[src/rtl/hazard_unit.sv]
// Hazard controller for the 5-stage RISC-V pipeline: forwarding selects, load-use
// stall, taken-branch flush, and stall/flush event counters.
module hazard_unit #(
  parameter int unsigned CNT_W = 16
) (
  input  logic             clk,
  input  logic             rst,
  input  logic [4:0]       Rs1_D,
  input  logic [4:0]       Rs2_D,
  input  logic [4:0]       Rd_D,
  input  logic             RegWriteD,
  input  logic             ResultSrcD,
  input  logic             PCSrcE,
  output logic [1:0]       ForwardA_E,
  output logic [1:0]       ForwardB_E,
  output logic             StallF,
  output logic             StallD,
  output logic             FlushD,
  output logic             FlushE,
  output logic [CNT_W-1:0] StallCount,
  output logic [CNT_W-1:0] FlushCount
);

  localparam int unsigned REG_W = 5;
  localparam int unsigned SEL_W = 2;

  logic [REG_W-1:0] rs1_e_q, rs2_e_q, rd_e_q, rd_m_q, rd_w_q;
  logic             regwrite_e_q, load_e_q, regwrite_m_q, regwrite_w_q;
  logic [CNT_W-1:0] stall_cnt_q, flush_cnt_q;
  logic             lu_c;

  // MEM result beats WB result; x0 is never a forwarding source.
  function automatic logic [SEL_W-1:0] fwd_sel(
    input logic [REG_W-1:0] rs,
    input logic [REG_W-1:0] rd_m,
    input logic             rw_m,
    input logic [REG_W-1:0] rd_w,
    input logic             rw_w
  );
    logic [SEL_W-1:0] sel;
    sel = 2'b00;
    if (rw_m && (rd_m != '0) && (rd_m == rs)) begin
      sel = 2'b10;
    end else if (rw_w && (rd_w != '0) && (rd_w == rs)) begin
      sel = 2'b01;
    end
    return sel;
  endfunction

  always_comb begin
    lu_c       = 1'b0;
    ForwardA_E = 2'b00;
    ForwardB_E = 2'b00;
    StallF     = 1'b0;
    StallD     = 1'b0;
    FlushD     = 1'b0;
    FlushE     = 1'b0;

    lu_c       = load_e_q && (rd_e_q != '0) && ((rd_e_q == Rs1_D) || (rd_e_q == Rs2_D));
    ForwardA_E = fwd_sel(rs1_e_q, rd_m_q, regwrite_m_q, rd_w_q, regwrite_w_q);
    ForwardB_E = fwd_sel(rs2_e_q, rd_m_q, regwrite_m_q, rd_w_q, regwrite_w_q);
    // A taken branch squashes the decode instruction, so it overrides the stall.
    StallF     = lu_c && !PCSrcE;
    StallD     = lu_c && !PCSrcE;
    FlushD     = PCSrcE;
    FlushE     = lu_c || PCSrcE;
  end

  always_ff @(posedge clk) begin
    if (rst) begin
      rs1_e_q      <= '0;
      rs2_e_q      <= '0;
      rd_e_q       <= '0;
      regwrite_e_q <= 1'b0;
      load_e_q     <= 1'b0;
      rd_m_q       <= '0;
      regwrite_m_q <= 1'b0;
      rd_w_q       <= '0;
      regwrite_w_q <= 1'b0;
      stall_cnt_q  <= '0;
      flush_cnt_q  <= '0;
    end else begin
      rd_w_q       <= rd_m_q;
      regwrite_w_q <= regwrite_m_q;
      rd_m_q       <= rd_e_q;
      regwrite_m_q <= regwrite_e_q;
      if (FlushE) begin
        rs1_e_q      <= '0;
        rs2_e_q      <= '0;
        rd_e_q       <= '0;
        regwrite_e_q <= 1'b0;
        load_e_q     <= 1'b0;
      end else begin
        rs1_e_q      <= Rs1_D;
        rs2_e_q      <= Rs2_D;
        rd_e_q       <= Rd_D;
        regwrite_e_q <= RegWriteD;
        load_e_q     <= ResultSrcD;
      end
      if (StallD) begin
        stall_cnt_q <= stall_cnt_q + CNT_W'(1);
      end
      if (FlushD) begin
        flush_cnt_q <= flush_cnt_q + CNT_W'(1);
      end
    end
  end

  assign StallCount = stall_cnt_q;
  assign FlushCount = flush_cnt_q;

endmodule

[config.mk]
export PLATFORM = sky130hd
export DESIGN_NAME = hazard_unit
export DESIGN_NICKNAME = d
export VERILOG_FILES = /design/src/rtl/hazard_unit.sv
export SDC_FILE = /design/constraint.sdc
export NUM_CORES = 1
export LEC_CHECK = 0
export ABC_AREA = 0
export BUFFER_PORTS_ARGS = -buffer_cell sky130_fd_sc_hd__buf_2
export CELL_PAD_IN_SITES_DETAIL_PLACEMENT = 1
export CELL_PAD_IN_SITES_GLOBAL_PLACEMENT = 1
export CORE_ASPECT_RATIO = 0.9
export CORE_MARGIN = 5
export CORE_UTILIZATION = 40
export CTS_BUF_LIST = sky130_fd_sc_hd__clkbuf_8 sky130_fd_sc_hd__clkbuf_16
export DETAILED_ROUTE_END_ITERATION = 10
export HOLD_SLACK_MARGIN = 0.12
export MAX_ROUTING_LAYER = met4
export PLACE_DENSITY_LB_ADDON = 0.1
export SLEW_MARGIN = 0
export SYNTH_ARGS = -nofsm -noshare
export SYNTH_HDL_FRONTEND = slang
export SYNTH_SLANG_ARGS = --single-unit
[constraint.sdc]
create_clock -name clk -period 2.1 [get_ports clk]
set_input_delay 0.42 -clock clk [delete_from_list [all_inputs] [get_ports clk]]
set_output_delay 0.42 -clock clk [all_outputs]
set_load 0.05 [all_outputs]
==> results.md <==
- The peak supply drop is 0.000314 V.
- The H-tree was split into 3 levels.
- The path type of the worst min-delay path is in -> reg.
- Across every metal layer, demand over resource in global routing totals 0.178.
- TritonCTS built the clock tree.
- STA classifies the critical path endpoint as an output pin.
- For this run the aggregate overflow at the end of global routing stands at 0.
- 60 I/O pins were placed.
- For the worst-skew pair, the clock arrives at the later sink with an insertion delay of 0.32 ns.
- The element type at the critical path start is a register.
- In the final layout, flip-flops and latches occupy around 1200 um2.
- The vertical die dimension is slightly below 90 um.
- By instance count, the leading cell after synthesis is sky130_fd_sc_hd__dfxtp_1.
- After detailed routing, the number of vias per cell comes to roughly 5.
- The die covers 8560 um2.
- The floorplan step defined a core boundary enclosing around 6600 um2.
- In this run the cell area of the synthesized design comes to about 2700 um2.
- The number of max-slew violations in the final report was 0.
- The worst register-to-register path has a setup slack of between 0.1 and 0.15 ns.
- The floorplan has 28 rows.
- Between clock sinks in the finished design, the worst skew comes to 0.00825 ns.
- The startpoint of the most critical hold path is Rd_D[2].
- The number of antenna diodes in the final layout is 0.
- For this run, the post-layout net count is 388.
- The final setup slack of the worst path is -0.251 ns.
- The number of endpoints with negative hold slack in the final report is 0.
- The worst setup slack before clock tree synthesis is -0.0368 ns.
- The number of distinct standard cells referenced by the synthesized netlist is 37.
- The number of clock buffers inserted by TritonCTS is 9.
- A synthesized cell averages about 9.5 um2.
- The leading register cell type out of synthesis is sky130_fd_sc_hd__dfxtp_1.
- Data on the critical path is required at its endpoint by 1.68 ns.
- The flow ran to the end, but the final reports show violations.
- The final layout contains routed wiring with a total length of 7.13 mm.
- The worst path in the final design needs a cycle of 2.35 ns, including I/O delays and setup.
- Max-cap violations in this run came to 0.
- The endpoint of the worst register-to-register path is StallCount[8]$_SDFFE_PP0P_.
- Setup violations remaining at the end of the flow were counted as 6.
- Of the post-synthesis cell area, the dominant cell type holds 0.449.
- The start of the worst register-to-register path is rd_e_q[0]$_SDFF_PP0_.
- Once detail routing completed, the nets flagged for antenna violations numbered 0.
- The iteration-0 DRC count of the detailed router is 69.
- STA puts the critical path data arrival time at between 1.5 and 2 ns.
- In this run the worst path has a maximum fanout of 3.
- The share of async-settable or async-resettable flops after synthesis is 0.
- For this run, design rule violations remaining after detail routing come to 0.
- The cell type contributing the most total cell area after synthesis is sky130_fd_sc_hd__dfxtp_1.
- The average wire length per cell after detail routing is 15.5 um.
- The startpoint of the most critical setup path is rd_w_q[1]$_SDFF_PP0_.
- In this run the static leakage power is 1.55 nW.
- The worst hold path endpoint is rd_e_q[2]$_SDFF_PP0_.
- In this run the power density over the cells is 628 nW/um2.
- By area the synthesized netlist is led by sky130_fd_sc_hd__dfxtp_1 (45%), sky130_fd_sc_hd__xor2_1 (10%), sky130_fd_sc_hd__or4_1 (4.4%).
- The buffer cell driving the clock tree root is sky130_fd_sc_hd__clkbuf_8.
- The total number of yosys warnings is 0.
- Measured in cells, the most critical reg-to-reg path has a length of 7.
- The post-detailed-placement half-perimeter wirelength is between 5 and 6 mm.
- For this run, the top clock speed supported by timing is ~0.43 GHz.
- The number of antenna violations at the first check in global routing came to 0.
- The via count of the first global-routing pass is around 2400.
- In this run the horizontal extent of the chip is 96.9 um.
- The global placement routability congestion is 0.803.
- Relative to the synthesized area, the layout overhead comes to 33.5%.
- In this run the tightest slew margin relative to its limit is 0.776.
- The total power is around 2.3 mW.
- The category of the most critical setup path is reg -> out.
- The final reports fail on negative setup slack.
- For this run, the register share of the synthesized area comes to 0.449.
- Counting instances, the worst hold path has a depth of 2.
- The share of cells above drive strength 1 is 0.357.
- By count the netlist is led by sky130_fd_sc_hd__dfxtp_1 (61), sky130_fd_sc_hd__xor2_1 (32), sky130_fd_sc_hd__a21oi_1 (17), sky130_fd_sc_hd__and2_1 (17), sky130_fd_sc_hd__nor2_1 (17).
- After synthesis the netlist holds a flip-flop and latch count of 61.
- The pre-antenna-repair detailed-routing pass consisted of 4 iterations.
- Entering global routing, the biggest net connects 26 pins.
- Counting every instance in the synthesized netlist gives 286.
- Summing all multi-input logic gate instances after layout gives 1560 um2.
- Summing over every cut layer, the via total after detailed routing is roughly 2300.
- The fill cell total of the finished layout is 778.
- The global-route wire length before repair is 11.7 mm.
- In the finished design, the share of the clock period the worst path needs comes to 1.12.
- The clock drives 61 sinks.
- The initial utilization of the core area, before any placement, comes to 0.413.
- The number of nets produced by synthesis is 308.
- For the pin with the worst max-slew slack, the measured transition is 0.333 ns.
- Setup repair after global routing could not meet its margin everywhere.
- The maximum buffer depth of the clock tree is 2.
- Buffers placed on the I/O ports in this run total between 50 and 60.
- The count of flip-flops with a built-in enable after synthesis is 0.
- The clock slew at the register clock pins of the worst setup and hold paths is 0.07 ns.
## where the power goes
group / internal [mW] / switching (mW)
registers: 1.18 / 0.0268
clock network: 0.437 / 0.420
logic: 0.0932 / 0.125
## cell usage in the layout (no fill, tap or decap), types with 4 or more instances in the layout
master,netlist,layout
sky130_fd_sc_hd__or4_1,16,12
sky130_fd_sc_hd__clkbuf_8,0,10
sky130_fd_sc_hd__xnor2_1,10,6
sky130_fd_sc_hd__or4_4,1,5
sky130_fd_sc_hd__nand4_1,5,5
sky130_fd_sc_hd__nor2_1,17,17
sky130_fd_sc_hd__xor2_1,32,30
sky130_fd_sc_hd__o21ai_0,8,5
sky130_fd_sc_hd__a21oi_1,17,17
sky130_fd_sc_hd__nor4_4,0,4
sky130_fd_sc_hd__or3_1,6,6
sky130_fd_sc_hd__and3_1,5,5
sky130_fd_sc_hd__dfxtp_1,61,52
sky130_fd_sc_hd__buf_4,2,18
sky130_fd_sc_hd__and2_1,17,17
sky130_fd_sc_hd__dfxtp_2,0,7
sky130_fd_sc_hd__buf_2,2,52
sky130_fd_sc_hd__nand2_1,14,14
sky130_fd_sc_hd__o31ai_1,12,12
sky130_fd_sc_hd__xnor2_2,0,4
sky130_fd_sc_hd__buf_6,2,9
sky130_fd_sc_hd__inv_1,4,7
sky130_fd_sc_hd__nand3_1,11,9
sky130_fd_sc_hd__nor2b_1,15,15
## flip-flops by register name, indices dropped and copies added (netlist names)
name / count
rd_e_q: 5
rd_w_q: 5
StallCount: 16
regwrite_m_q: 1
rs2_e_q: 5
rd_m_q: 5
rs1_e_q: 5
regwrite_w_q: 1
regwrite_e_q: 1
load_e_q: 1
FlushCount: 16
## worst max path at each step
stage | end | slack, ns | cells past startpoint
floorplan | ForwardA_E[0] | -0.1 | 4
global placement | ForwardA_E[0] | 0.01 | 5
detailed placement | ForwardA_E[0] | -0.04 | 5
CTS | ForwardA_E[0] | -0.26 | 5
global route | ForwardA_E[0] | -0.30 | 5
finish | ForwardA_E[0] | -0.25 | 5
## routing by layer
| metal | part of all wire | up-vias | GRT usage |
|---|---|---|---|
| met1 | 0.45 | 1099 | 0.204 |
| met4 | 0.011 | 0 | 0.0702 |
| met2 | 0.50 | 49 | 0.301 |
| li1 | - | 1154 | - |
| met5 | 0 | - | - |
| met3 | 0.039 | 8 | 0.0496 |
## worst max-delay path: stages (launching register included)
cell	delay, ns
sky130_fd_sc_hd__dfxtp_2	0.34
sky130_fd_sc_hd__buf_6	0.12
sky130_fd_sc_hd__xor2_2	0.14
sky130_fd_sc_hd__or4_4	0.53
sky130_fd_sc_hd__nor4_4	0.29
sky130_fd_sc_hd__buf_6	0.19
## per-stage QoR
stage                util  std cells  area, um2  setup TNS [ns]  hold slack, ns
floorplan               -        286       2800          -0.183           0.414
global placement    0.491        435       3230               0           0.422
detailed placement  0.491        435       3230         -0.0368           0.427
CTS                 0.540        456       3550          -0.850           0.269
global route        0.552        460       3630           -1.22           0.293
finish              0.552        460       3630          -0.861           0.296
## kinds of logic (layout without fill, tap and decap cells)
kind of cell / after synthesis / after routing / share of synthesized area
compound gates: 41 / 41 / 0.0961
xor+xnor: 42 / 42 / 0.135
fa+ha+maj: 2 / 2 / 0.00919
buf+inv: 17 / 101 / 0.0372
flops: 61 / 61 / 0.449
mux: 3 / 3 / 0.0129
simple gates: 120 / 120 / 0.261
## layout make-up
type | instances | share of cell area
Multi-Input combinational cell | 208 | 0.430
Clock buffer | 10 | 0.0379
Inverter | 4 | 0.00413
Sequential cell | 61 | 0.341
Clock inverter | 5 | 0.00585
Timing Repair Buffer | 82 | 0.150
Tap cell | 90 | 0.0310
## repair_timing
| item | CTS | global route |
|---|---|---|
| pin swaps | 8 | 10 |
| endpoints found under the setup margin | 7 | 11 |
| setup buffers | 6 | 4 |
| gates resized for setup | 32 | 13 |
| hold buffers | 0 | 0 |
Power figures use the tool's default switching activity.
